==> src/rtl/baccarat_pkg.sv <==
// Shared types and codes for the baccarat round controller.
// Lights and results are both ordered {player, dealer}.
package baccarat_pkg;

    typedef enum logic [2:0] {
        ST_INIT   = 3'd0,
        ST_IDLE   = 3'd1,
        ST_CLEAR  = 3'd2,
        ST_PLAY   = 3'd3,
        ST_SETTLE = 3'd4,
        ST_HOLD   = 3'd5,
        ST_BROKE  = 3'd6
    } rc_state_t;

    localparam logic [1:0] BET_NONE   = 2'b00;
    localparam logic [1:0] BET_PLAYER = 2'b01;
    localparam logic [1:0] BET_DEALER = 2'b10;
    localparam logic [1:0] BET_TIE    = 2'b11;

    localparam logic [1:0] RES_NONE   = 2'b00;
    localparam logic [1:0] RES_PLAYER = 2'b10;
    localparam logic [1:0] RES_DEALER = 2'b01;
    localparam logic [1:0] RES_TIE    = 2'b11;

endpackage

==> src/rtl/bet_settle.sv <==
// Combinational settlement: applies a round's outcome to the bankroll,
// saturating wins at the top of the bankroll range.
module bet_settle
    import baccarat_pkg::*;
#(
    parameter int BAL_W      = 12,
    parameter int TIE_PAYOUT = 8
) (
    input  logic [1:0]       side,
    input  logic [BAL_W-1:0] amount,
    input  logic [1:0]       lights,
    input  logic [BAL_W-1:0] balance,
    output logic [BAL_W-1:0] next_balance
);

    localparam int PW = $clog2(TIE_PAYOUT + 1);
    localparam int EW = BAL_W + PW + 1;

    function automatic logic [BAL_W-1:0] sat_bal(input logic [EW-1:0] sum);
        if (|sum[EW-1:BAL_W]) return {BAL_W{1'b1}};
        else                  return sum[BAL_W-1:0];
    endfunction

    logic          win;
    logic          lose;
    logic [EW-1:0] gain;

    always_comb begin
        win  = 1'b0;
        lose = 1'b0;
        gain = EW'(amount);
        case (side)
            BET_PLAYER: begin
                win  = (lights == RES_PLAYER);
                lose = (lights == RES_DEALER);
            end
            BET_DEALER: begin
                win  = (lights == RES_DEALER);
                lose = (lights == RES_PLAYER);
            end
            BET_TIE: begin
                if (lights == RES_TIE) begin
                    win  = 1'b1;
                    gain = EW'(amount) * EW'(TIE_PAYOUT);
                end else begin
                    lose = 1'b1;
                end
            end
            default: ;
        endcase

        next_balance = balance;
        if (win)       next_balance = sat_bal(EW'(balance) + gain);
        else if (lose) next_balance = balance - amount;
    end

endmodule

==> src/rtl/dff.sv <==
// Parameterised register with asynchronous active-low reset.
module dff #(
    parameter int           W       = 1,
    parameter logic [W-1:0] RST_VAL = '0
) (
    input  logic         clk,
    input  logic         rst_n,
    input  logic [W-1:0] d,
    output logic [W-1:0] q
);

    always_ff @(posedge clk or negedge rst_n) begin
        if (!rst_n) q <= RST_VAL;
        else        q <= d;
    end

endmodule

==> src/rtl/round_controller.sv <==
// Round-level controller: validates bets, pulses the game engine reset,
// waits for win lights (with timeout) and settles a saturating bankroll.
module round_controller
    import baccarat_pkg::*;
#(
    parameter int BAL_W        = 12,
    parameter int INIT_BALANCE = 1000,
    parameter int TIE_PAYOUT   = 8,
    parameter int TIMEOUT      = 15
) (
    input  logic             slow_clock,
    input  logic             resetb,
    input  logic             start,
    input  logic [1:0]       bet_side,
    input  logic [BAL_W-1:0] bet_amount,
    input  logic             player_win_light,
    input  logic             dealer_win_light,
    output logic             game_resetb,
    output logic             round_active,
    output logic [BAL_W-1:0] balance,
    output logic [7:0]       rounds_played,
    output logic [1:0]       result,
    output logic             bet_err,
    output logic             fault,
    output logic             bankrupt
);

    localparam int CW = $clog2(TIMEOUT + 1);

    logic [2:0]       state_bits;
    rc_state_t        state;
    rc_state_t        state_next;
    logic [1:0]       side_q;
    logic [BAL_W-1:0] amount_q;
    logic [1:0]       lights_q;
    logic [CW-1:0]    cnt;
    logic [BAL_W-1:0] next_balance;
    logic             bet_ok;
    logic             light_seen;
    logic             timeout;

    dff #(.W(3), .RST_VAL(3'(ST_INIT))) u_state (
        .clk   (slow_clock),
        .rst_n (resetb),
        .d     (3'(state_next)),
        .q     (state_bits)
    );
    assign state = rc_state_t'(state_bits);

    bet_settle #(.BAL_W(BAL_W), .TIE_PAYOUT(TIE_PAYOUT)) u_settle (
        .side         (side_q),
        .amount       (amount_q),
        .lights       (lights_q),
        .balance      (balance),
        .next_balance (next_balance)
    );

    assign bet_ok     = (bet_side != BET_NONE) && (bet_amount != '0) && (bet_amount <= balance);
    assign light_seen = player_win_light || dealer_win_light;
    assign timeout    = (cnt == CW'(TIMEOUT - 1));

    always_comb begin
        state_next = state;
        case (state)
            ST_INIT, ST_IDLE: if (start && bet_ok) state_next = ST_CLEAR;
            ST_CLEAR:  state_next = ST_PLAY;
            ST_PLAY: begin
                if (light_seen)   state_next = ST_SETTLE;
                else if (timeout) state_next = ST_HOLD;
            end
            ST_SETTLE: state_next = (next_balance == '0) ? ST_BROKE : ST_HOLD;
            ST_HOLD:   if (!start) state_next = ST_IDLE;
            ST_BROKE:  state_next = ST_BROKE;
            default:   state_next = ST_INIT;
        endcase
    end

    // Control and bankroll state; game_resetb is registered from the next state
    always_ff @(posedge slow_clock or negedge resetb) begin
        if (!resetb) begin
            game_resetb   <= 1'b0;
            balance       <= BAL_W'(INIT_BALANCE);
            rounds_played <= '0;
            result        <= RES_NONE;
            bet_err       <= 1'b0;
            fault         <= 1'b0;
            cnt           <= '0;
        end else begin
            bet_err     <= 1'b0;
            game_resetb <= (state_next != ST_INIT) && (state_next != ST_CLEAR);
            case (state)
                ST_INIT, ST_IDLE: begin
                    if (start) begin
                        if (bet_ok) fault   <= 1'b0;
                        else        bet_err <= 1'b1;
                    end
                end
                ST_CLEAR: cnt <= '0;
                ST_PLAY: begin
                    if (!light_seen) begin
                        if (timeout) begin
                            fault  <= 1'b1;
                            result <= RES_NONE;
                        end else begin
                            cnt <= cnt + 1'b1;
                        end
                    end
                end
                ST_SETTLE: begin
                    balance       <= next_balance;
                    result        <= lights_q;
                    rounds_played <= rounds_played + 8'd1;
                end
                default: ;
            endcase
        end
    end

    // Latched bet and captured lights carry no reset; they are always written before use
    always_ff @(posedge slow_clock) begin
        if ((state == ST_INIT || state == ST_IDLE) && start && bet_ok) begin
            side_q   <= bet_side;
            amount_q <= bet_amount;
        end
        if (state == ST_PLAY && light_seen) lights_q <= {player_win_light, dealer_win_light};
    end

    assign round_active = (state == ST_CLEAR) || (state == ST_PLAY);
    assign bankrupt     = (state == ST_BROKE);

endmodule

==> config.mk <==
export PLATFORM = sky130hd
export DESIGN_NAME = round_controller
export DESIGN_NICKNAME = d
export VERILOG_FILES = /design/src/rtl/baccarat_pkg.sv /design/src/rtl/bet_settle.sv /design/src/rtl/dff.sv /design/src/rtl/round_controller.sv
export SDC_FILE = /design/constraint.sdc
export NUM_CORES = 1
export LEC_CHECK = 0
export ABC_AREA = 1
export ABC_CLOCK_PERIOD_IN_PS = 2950
export BUFFER_PORTS_ARGS = -buffer_cell sky130_fd_sc_hd__buf_4
export CAP_MARGIN = 30
export CORE_MARGIN = 2
export CORE_UTILIZATION = 35
export CTS_BUF_LIST = sky130_fd_sc_hd__clkbuf_4
export DETAILED_ROUTE_END_ITERATION = 10
export PLACE_DENSITY = 0.61
export REMOVE_ABC_BUFFERS = 1
export SYNTH_ARGS = -nofsm -noshare
export SYNTH_HDL_FRONTEND = slang
export SYNTH_HIERARCHICAL = 1
export SYNTH_SLANG_ARGS = --single-unit
==> constraint.sdc <==
create_clock -name slow_clock -period 2.95 [get_ports slow_clock]
set_input_delay 0.885 -clock slow_clock [delete_from_list [all_inputs] [get_ports slow_clock]]
set_output_delay 0.885 -clock slow_clock [all_outputs]
set_load 0.01 [all_outputs]
==> metrics <==
clock buffer depth 2; initial antenna violation count 0; Core Area 11,900 um^2; worst-margin pin slew 413 ps; Die Y 114 um; post-synthesis async set-or-reset flop share 0.667; worst vdd ir 0.452 mV; final setup vio count 4; Post-synth EDFFs 16; Detail Route Antenna Nets 0; P_leak 2.84 nW; WHS 400 ps; Final Total Pwr 0.00515 W; Final period util 1.12; starting density of the core 0.355; startpoint types register; ys flop type dfrtp_1; combinational family with the most area after synthesis simple AND/OR/NAND/NOR gates; root buffer cell clkbuf_4; Setup crit end kind register; Fillers 1,232; Max-slew headroom 0.722; most common library cell in the layout ignoring fill and taps nand2_1; via count of the first global-routing pass 4,309; Mapped Area 4230 um^2; RSZ-0062 raised after global routing true; CTS tree done; CP Max Fanout 8; die area 13,000 um^2; gr ovfl total 0; fin crit period 3310 ps; # diodes 0; nets 769; dpl hpwl 10,000 um; Placer Congestion 0.973; Setup WS pre-CTS -539 ps; Synth Area in Adders 0.125; Initial DRT Pass Iterations 5; Pwr Density 918 nW/um^2; Synth Warn # 6; # rows 40; Yosys cell types 44; Ports 46; register bit total from synthesis 48; Post-Syn Instances 596; CTS Hold Bufs 0; # port buffers 45; Via density 4.95; DP Area 5150 um^2; Max H-tree Level 2; clk slew on worst S/H paths 160 ps; Hold Crit Class primary input to async pin; max_cap viols 0; WL per Instance 15.1 um; endpoints failing hold 0; final slew viol count 0; final instance area 5610 um^2; total global-route track usage 0.202; critical path type register to register; Max Fclk 0.303 GHz; Residual DRC 0; first-pass GRT wire length 20,900 um; XOR/XNOR share of the synthesized area 0.0352; WP data required 3250 ps; DR iter-0 viols 229; Post-Synth Simple-Gate Area 0.317; area grow syn2layout 32.8%; Crit path arrival time 3600 ps; Seq/Total Area, Yosys 0.305; failing checks negative setup slack; complex-gate fraction of the synthesized area 0.127; worst skew pair latency 390 ps; die width 114 um; commonest cells after routing, fill and taps aside nand2_1, buf_4, inv_1; pin count of the biggest net entering global routing 33; worst setup margin -355 ps; Clock Skews 18.2 ps; post-synthesis mux area share 0; mean area per synthesized cell 7.10 um^2; run status finished, violations left; clock buffer count from CTS 5; Total Wirelength 13,000 um; share of cells above drive strength 1 0.308; via count 4,244; clk sinks 48
-- critical path, cell delays in order, from the launching register on --
cell and delay (ps):
edfxtp_1 430, nand2_4 130, nor2_4 270, nand2_2 110
o21ai_1 90, ha_1 310, nand2_1 110, nand2_2 80
a21oi_2 140, nor2_1 60, nor2_1 170, nand2_1 100
nand2_2 90, nand3_2 80, nor2_4 120, buf_12 150
a21oi_4 60, nor2_1 110, nand2_1 80, nor2_2 150
nand3_1 100, a31oi_1 180, nand3b_1 100
-- timing repair --
action / in CTS / in global routing
pin swaps: 16 / 32
buffers inserted: 6 / 3
gates cloned: 3 / 0
endpoints found under the setup margin: 14 / 12
resized for setup: 42 / 42
-- area by class of cell --
| cell class | instances | area, um^2 | area share |
|---|---|---|---|
| multi-input cells | 450 | 2860 | 0.510 |
| flip-flops and latches | 48 | 1290 | 0.230 |
| repair buffers | 111 | 850 | 0.151 |
| inverters | 93 | 349 | 0.0622 |
| well taps | 147 | 184 | 0.0328 |
| clock inverters | 3 | 42.5 | 0.00758 |
| clock buffers | 5 | 37.5 | 0.00669 |
-- registers in the layout (all words and copies together) (netlist names), 2 cells and up --
name / flops
result: 2
side_q: 2
balance: 12
lights_q: 2
amount_q: 12
rounds_played: 8
u_state/q: 3
cnt: 4
-- path summary, 6_finish.rpt --
path                                       start  slack (ps)               end  cells past startpoint
worst min register to register  rounds_played[7]         480  rounds_played[7]                      1
worst max-delay path                   side_q[0]        -360       game_resetb                     22
worst min-delay path                      resetb         400         result[0]                      1
worst max register to register         side_q[0]        -360       game_resetb                     22
min in group slow_clock         rounds_played[7]         480  rounds_played[7]                      1
max in group asynchronous                 resetb        2200        balance[3]                      1
-- per-layer routing --
metal	wire length (um)	up-vias	GRT usage	part of all wire
met3	453	23	0.0207	0.035
met2	6470	102	0.354	0.50
met1	5720	1951	0.256	0.44
met5	0	-	0	0
li1	-	2168	-	-
met4	312	0	0.0756	0.024
-- synthesized netlist by cell type, drive strengths merged (4+ instances only) --
master,count,area share
ha,39,0.12
o21bai,4,0.0071
inv,92,0.082
nor3,10,0.018
dfrtp,26,0.15
xor2,11,0.023
buf,6,0.0068
a21oi,34,0.040
nand4,8,0.012
nand3,41,0.052
a31oi,4,0.0059
nand2,158,0.14
dfstp,6,0.037
nor2,66,0.073
o21ai,37,0.045
edfxtp,16,0.11
a211oi,4,0.0071
xnor2,6,0.012
-- per-stage QoR --
step	utilization	cells	TNS, ps
global route	0.471	857	-3020
detailed placement	0.432	838	-1680
finish	0.471	857	-862
CTS	0.459	855	-505
floorplan	-	588	-15.6
global placement	0.432	838	-942
-- power breakdown --
part	internal [W]	switching (W)	leakage [nW]
clock	0.000177	0.000224	0.0412
combinational	0.00162	0.00201	2.25
sequential	0.000923	0.000207	0.547
total	0.00271	0.00244	2.84
-- cell families (layout without fill, tap and decap cells) --
logic type               count (synthesis)  in the layout
AND/OR/NAND/NOR                        294            297
buffers and inverters                  101            212
AO/OA/AOI/OAI                           95             95
adder cells (fa/ha/maj)                 41             41
flip-flops                              48             48
XOR/XNOR                                17             17
(Power assumes the default switching activity.)
